## src/rtl/mac_pkg.sv

```systemverilog
// Shared types and default dimensions for the MAC array.
package mac_pkg;

  localparam int BW_DEF      = 4;
  localparam int PSUM_BW_DEF = 16;
  localparam int COL_DEF     = 8;
  localparam int LEN_BW_DEF  = 8;

  typedef enum logic [1:0] {
    ST_IDLE,
    ST_ACC,
    ST_DRAIN,
    ST_HOLD
  } state_t;

endpackage

```

## src/rtl/mac_lane.sv

```systemverilog
// One MAC lane: registered unsigned*signed product, then a wrap/saturate accumulator.
module mac_lane #(
  parameter int bw      = mac_pkg::BW_DEF,
  parameter int psum_bw = mac_pkg::PSUM_BW_DEF
) (
  input  logic               clk,
  input  logic               reset_n,
  input  logic               clear,
  input  logic               load,
  input  logic               add_en,
  input  logic               sat_en,
  input  logic [bw-1:0]      a,
  input  logic [bw-1:0]      b,
  output logic [psum_bw-1:0] acc
);

  logic [psum_bw-1:0] prod_reg;
  logic [psum_bw-1:0] prod_next;
  logic [psum_bw-1:0] acc_reg;
  logic [psum_bw-1:0] acc_next;
  logic [psum_bw:0]   sum_full;
  logic               pos_ovf;
  logic               neg_ovf;

  // The exact product fits in 2*bw signed bits, so computing at psum_bw is lossless.
  assign prod_next = $signed({{(psum_bw-bw){1'b0}}, a}) *
                     $signed({{(psum_bw-bw){b[bw-1]}}, b});

  assign sum_full = {acc_reg[psum_bw-1], acc_reg} + {prod_reg[psum_bw-1], prod_reg};
  assign pos_ovf  = (sum_full[psum_bw -: 2] == 2'b01);
  assign neg_ovf  = (sum_full[psum_bw -: 2] == 2'b10);

  always_comb begin
    acc_next = sum_full[psum_bw-1:0];
    if (sat_en && pos_ovf) begin
      acc_next = {1'b0, {(psum_bw-1){1'b1}}};
    end else if (sat_en && neg_ovf) begin
      acc_next = {1'b1, {(psum_bw-1){1'b0}}};
    end
  end

  always_ff @(posedge clk or negedge reset_n) begin
    if (!reset_n) begin
      prod_reg <= '0;
      acc_reg  <= '0;
    end else begin
      if (load) begin
        prod_reg <= prod_next;
      end
      if (clear) begin
        acc_reg <= '0;
      end else if (add_en) begin
        acc_reg <= acc_next;
      end
    end
  end

  assign acc = acc_reg;

endmodule

```

## src/rtl/mac_array.sv

```systemverilog
// col-lane MAC array: job FSM and beat counter here, per-lane datapath in mac_lane.
module mac_array
  import mac_pkg::*;
#(
  parameter int bw      = BW_DEF,
  parameter int psum_bw = PSUM_BW_DEF,
  parameter int col     = COL_DEF,
  parameter int len_bw  = LEN_BW_DEF
) (
  input  logic                   clk,
  input  logic                   reset_n,
  input  logic                   start,
  input  logic [len_bw-1:0]      len,
  input  logic                   sat_en,
  input  logic                   in_valid,
  output logic                   in_ready,
  input  logic [col*bw-1:0]      a,
  input  logic [col*bw-1:0]      b,
  output logic                   out_valid,
  input  logic                   out_ready,
  output logic [col*psum_bw-1:0] out,
  output logic                   busy
);

  state_t             state_reg;
  state_t             state_next;
  logic [len_bw-1:0]  cnt_reg;
  logic [len_bw-1:0]  len_reg;
  logic               sat_reg;
  logic               prod_vld_reg;
  logic               start_ok;
  logic               accept;
  logic               last_beat;

  assign start_ok  = (state_reg == ST_IDLE) && start && (len != '0);
  assign accept    = (state_reg == ST_ACC) && in_valid;
  assign last_beat = ((cnt_reg + len_bw'(1)) == len_reg);

  always_comb begin
    state_next = state_reg;
    case (state_reg)
      ST_IDLE:  if (start_ok) state_next = ST_ACC;
      ST_ACC:   if (accept && last_beat) state_next = ST_DRAIN;
      ST_DRAIN: state_next = ST_HOLD;
      ST_HOLD:  if (out_ready) state_next = ST_IDLE;
      default:  state_next = ST_IDLE;
    endcase
  end

  always_ff @(posedge clk or negedge reset_n) begin
    if (!reset_n) begin
      state_reg    <= ST_IDLE;
      cnt_reg      <= '0;
      len_reg      <= '0;
      sat_reg      <= 1'b0;
      prod_vld_reg <= 1'b0;
    end else begin
      state_reg    <= state_next;
      // A product loaded on this edge is folded into the accumulator on the next.
      prod_vld_reg <= accept;
      if (start_ok) begin
        cnt_reg <= '0;
        len_reg <= len;
        sat_reg <= sat_en;
      end else if (accept) begin
        cnt_reg <= cnt_reg + len_bw'(1);
      end
    end
  end

  assign in_ready  = (state_reg == ST_ACC);
  assign out_valid = (state_reg == ST_HOLD);
  assign busy      = (state_reg != ST_IDLE);

  generate
    for (genvar gi = 0; gi < col; gi++) begin : g_lane
      mac_lane #(
        .bw      (bw),
        .psum_bw (psum_bw)
      ) u_lane (
        .clk     (clk),
        .reset_n (reset_n),
        .clear   (start_ok),
        .load    (accept),
        .add_en  (prod_vld_reg),
        .sat_en  (sat_reg),
        .a       (a[gi*bw +: bw]),
        .b       (b[gi*bw +: bw]),
        .acc     (out[gi*psum_bw +: psum_bw])
      );
    end
  endgenerate

endmodule

```

## config.mk

```make
export PLATFORM = sky130hd
export DESIGN_NAME = mac_array
export DESIGN_NICKNAME = d
export VERILOG_FILES = /design/src/rtl/mac_pkg.sv /design/src/rtl/mac_lane.sv /design/src/rtl/mac_array.sv
export SDC_FILE = /design/constraint.sdc
export NUM_CORES = 1
export LEC_CHECK = 0
export CORE_MARGIN = 4
export CORE_UTILIZATION = 55
export CTS_CLUSTER_SIZE = 16
export DETAILED_ROUTE_END_ITERATION = 8
export PLACE_DENSITY = 0.75
export SETUP_SLACK_MARGIN = 0.5
export SYNTH_ARGS = -nofsm -noshare
export SYNTH_HDL_FRONTEND = slang
export SYNTH_HIERARCHICAL = 1
export SYNTH_SLANG_ARGS = --single-unit
```

## constraint.sdc

```tcl
create_clock -name clk -period 5.05 [get_ports clk]
set_clock_uncertainty 0.05 [all_clocks]
set_input_delay 1.01 -clock clk [delete_from_list [all_inputs] [get_ports clk]]
set_output_delay 1.01 -clock clk [all_outputs]
set_load 0.005 [all_outputs]
```

# Word-level counts from Yosys, hierarchy flattened
# Index checks and enable logic that the tools add are counted.
# word_totals
elab_cells,125
regBits,220
out_inout_bits,131
input_bits,78
# op_classes
n_eq_ne,23
reduce_logical,26
n_mux,38
n_addsub,9
n_mul,8
# ops
operator,n
$mux 16,32
$add 16x9->17,8
$mul 5x4->9,8
$eq 2x2->1 const B,10
$logic_and 1x1->1,20
$eq 2x1->1 const B,9
$mux 8,2
$add 8x1->8 const B,1
$eq 8x8->1,1
$pmux 2 s4,1
$reduce_bool 8->1,1
$mux 2,3
$ne 2x1->1 const B,3
$reduce_bool 2->1,3
$reduce_and 3->1,1
$logic_not 2->1,1

# Depth between registers and ports, before layout
# logic_depth
word_depth,7
depth_mapped,14
ltp_nobuf,14

# By module
# The synthesis kept the hierarchy.
# modules_own_cells
module,cells_per_inst,area_per_inst_um2,seq_area_each_um2,n_inst
mac_lane (g_lane[1].u_lane ...),278,2580.0,625.6,3
mac_lane (g_lane[5].u_lane ...),263,2352.3,625.6,2
mac_lane (g_lane[7].u_lane),281,2528.7,625.6,1
mac_lane (g_lane[2].u_lane),271,2371.0,625.6,1
mac_lane (g_lane[0].u_lane),243,2306.0,625.6,1
mac_array,115,1204.9,500.5,1

# Least setup slack after synthesis
# Ideal clock, no wire load.
# synth_timing
kind,input port to flip-flop
startpoint,in a[0]
endpoint,reg g_lane[0].u_lane.prod_reg[7]
t_arrival_ns,3.862
cell_stages,13
setup_slack_ns,1.014
t_required_ns,4.875
n_path_buf,0
setup_ns,0.125
cell_sequence,nand2b_1 > fa_1 > fa_1 > fa_1 > inv_1 > ha_1 > inv_1 > fa_1 > inv_1 > a21o_1 > a21oi_1 > xnor2_1 > mux2_2
# synth_between
elab_chain_cells,1
# synth_rtl
element,line_no,rtl
"start, declared",mac_array.sv:17,"input logic [col*bw-1:0] a,"
$mul 5x4->9,mac_lane.sv:26,"assign prod_next = $signed({{(psum_bw-bw){1'b0}}, a}) *"
"end signal, assigned",mac_lane.sv:48,prod_reg <= prod_next;
"end, declared",mac_lane.sv:17,logic [psum_bw-1:0] prod_reg;
# No other way between the ends.
# A chain may end at the register's enable or synchronous reset.

# Final worst setup path
# layout_timing
startpoint,in a[4]
endpoint,reg g_lane[1].u_lane.prod_reg[7]
# layout_between
elab_chain_cells,1
# layout_rtl
element,line_no
$mul 5x4->9,mac_lane.sv:26
"end signal, assigned",mac_lane.sv:48
"end, declared",mac_lane.sv:17
# No other way between the ends.

==> results.txt <==
Reg2Reg Capture Point = g_lane[7].u_lane/acc[10]
M1 GR Usage = 32.0%
GP Congestion = 0.894
Mapped Area = 20900 um2
TritonCTS buffer count = 27
Final instance area = 24200 um2
CP max-delay cell = fa_1
Initial antenna violation count = 1
DRC = 0
Routed vias = 17400
Delay-heaviest family, CP = adder cells
Hpwl dp = 37.3 mm
Final worst path period need = 4170 ps
RSZ-0062 raised after global routing = false
Number of port buffers = 208
Die Area = 41100 um2
EDFF count, synth = 0
Largest register FFs = 128
Clock root buffer = clkbuf_16
Share of cells above drive strength 1 = 11.1%
Via density = 5.80
Worst VDD drop = 0.382 mV
Critical Path Source Type = input pin
CP arrival = 4560 ps
Register area = 5510 um2
Final Power = 15.4 mW
Pwr dens = 638 nW/um2
Nets = 2867
GR Layer Usage met3 = 3.31%
Clock sink total = 220
Slew Viols, Final = 0
Crit share post-route = 82.6%
Grt ovf = 0
Area leader, netlist = dfrtp_1
Cell mode on critical path = fa_1
Max Cap Viol = 0
Placeable core area = 37600 um2
Worst-path cell chain = clkdlybuf4s50_1, nand2b_1, fa_1, fa_1, fa_1, inv_1, ha_1, inv_1, fa_1, inv_1, a21o_1, a21oi_1, xnor2_1, mux2_2
Post-route ant nets = 0
Gr busiest metal = met2
Worst Setup End Kind = flop
# fillers = 3130
Synth warn = 6
Setup bufs post-CTS = 0
Post-CTS Hold Buffers = 0
Synth cell types = 107
Count leader, synth = ha_1
Detailed-route wire length per cell = 16.6 um
Ys async rst share = 100%
Slew HR = 21.9%
CTS resizes = 0
Layout area overhead = 16.0%
Die W = 203 um
Setup Crit Path Kind = input pin to flop
CTS tree = yes
Largest net degree at the start of global routing = 107
Worst stage delay on the critical path = 570 ps
Skew-Pair Late Insertion Delay = 570 ps
Multi-input gate area = 14200 um2
Predominant post-synthesis flop cell = dfrtp_1
DR iter-0 viols = 1056
H-tree levels = 1
Initial Util = 55.5%
Final wirelength = 49.8 mm
Hold crit path type = input pin to asynchronous set/reset pin
Die Height = 203 um
Synthesized area per cell = 9.19 um2
Worst reg2reg path startpoint = g_lane[7].u_lane/acc[0]
Routing usage on met2 = 41.6%
Final Hold Violating Endpoints = 0
F_max = 240 MHz
Buffers and inverters on the worst path = 4
Global-route wire length before repair = 85.0 mm
Initial DRT Pass Iterations = 5
Placed Area = 23300 um2
Post-synth top cells = ha_1, nand2_1, dfrtp_1
Leakage = 11.2 nW
Clk slew on worst S/H paths = 60 ps
Fin util = 64.4%
Area contributors post-synth = dfrtp_1, ha_1, fa_1
Worst-Margin Slew = 1170 ps
Crit-path max FO = 4
Req. time, crit path = 5450 ps
CP Depth = 14
Final setup viols = 0
Sequential-to-total area share from yosys stat = 26.4%
Row cnt = 71
Yosys top cell area share = 26.4%
Synthesis-stage register bit count = 220
Mapped Cells = 2270
Reg2Reg Depth = 10
Num ports = 209
GR Util All Layers = 24.1%
Setup tns final = 0 ps
Setup slack, reg-to-reg = 1470 ps
Vias in the first global route = 17700
Syn_nets = 2666
Maximum clock path buffer count = 3
Status = finished, final reports clean
[layout make-up]
cell class              count  area share, %
inverters                 202           3.14
multi-input cells        1798           58.7
well taps                 511           2.64
diodes                      1         0.0103
repair buffers            222           9.16
clock buffers              40           3.28
flip-flops and latches    220           22.8
clock inverters             7          0.279
[placed cells by master, fill, tap and decap left out, types with 48 or more instances in the layout]
cell / instances
nor2_1: 137
a21oi_1: 152
dfrtp_1: 218
xnor2_1: 103
mux2_2: 59
inv_1: 201
fa_1: 48
o21ai_0: 106
clkdlybuf4s50_1: 207
nand2_1: 222
ha_1: 270
o21ai_2: 55
and2_1: 52
a31oi_1: 49
[report_power, final]
group	leakage, nW	internal [mW]	switching [mW]
combinational	7.92	4.58	5.75
clock	0.429	1.13	0.782
sequential	2.81	2.47	0.730
[metrics by stage]
stage,setup WS [ps],std cells,hold slack [ps]
2_1_floorplan,1010,2270,435
3_3_place_gp,391,2953,447
3_5_place_dp,295,2953,451
4_1_cts,856,3000,465
5_1_grt,705,3001,482
6_report,880,3001,425
[routing by layer]
layer	vias to the layer above	share of wire, %
met5	-	0
met4	0	2.2
met3	86	5.1
met2	436	48
met1	8394	45
li1	8504	-
[logic make-up after synthesis]
logic type | after synthesis | share of synthesized area, %
xor+xnor | 137 | 5.93
simple gates | 628 | 15.5
fa+ha+maj | 318 | 20.8
compound gates | 637 | 21.7
buf+inv | 252 | 5.52
flops | 220 | 26.4
mux | 78 | 4.19
[worst max path at each step]
stage	endpoint	startpoint	slack (ps)
3_3_place_gp	g_lane[1].u_lane/prod_reg[7]	a[4]	390
2_1_floorplan	g_lane[0].u_lane/prod_reg[7]	a[0]	1010
5_1_grt	g_lane[1].u_lane/prod_reg[7]	a[4]	710
3_5_place_dp	g_lane[1].u_lane/prod_reg[7]	a[4]	290
4_1_cts	g_lane[1].u_lane/prod_reg[7]	a[4]	860
6_report	g_lane[1].u_lane/prod_reg[7]	a[4]	880
(Power assumes the default switching activity.)
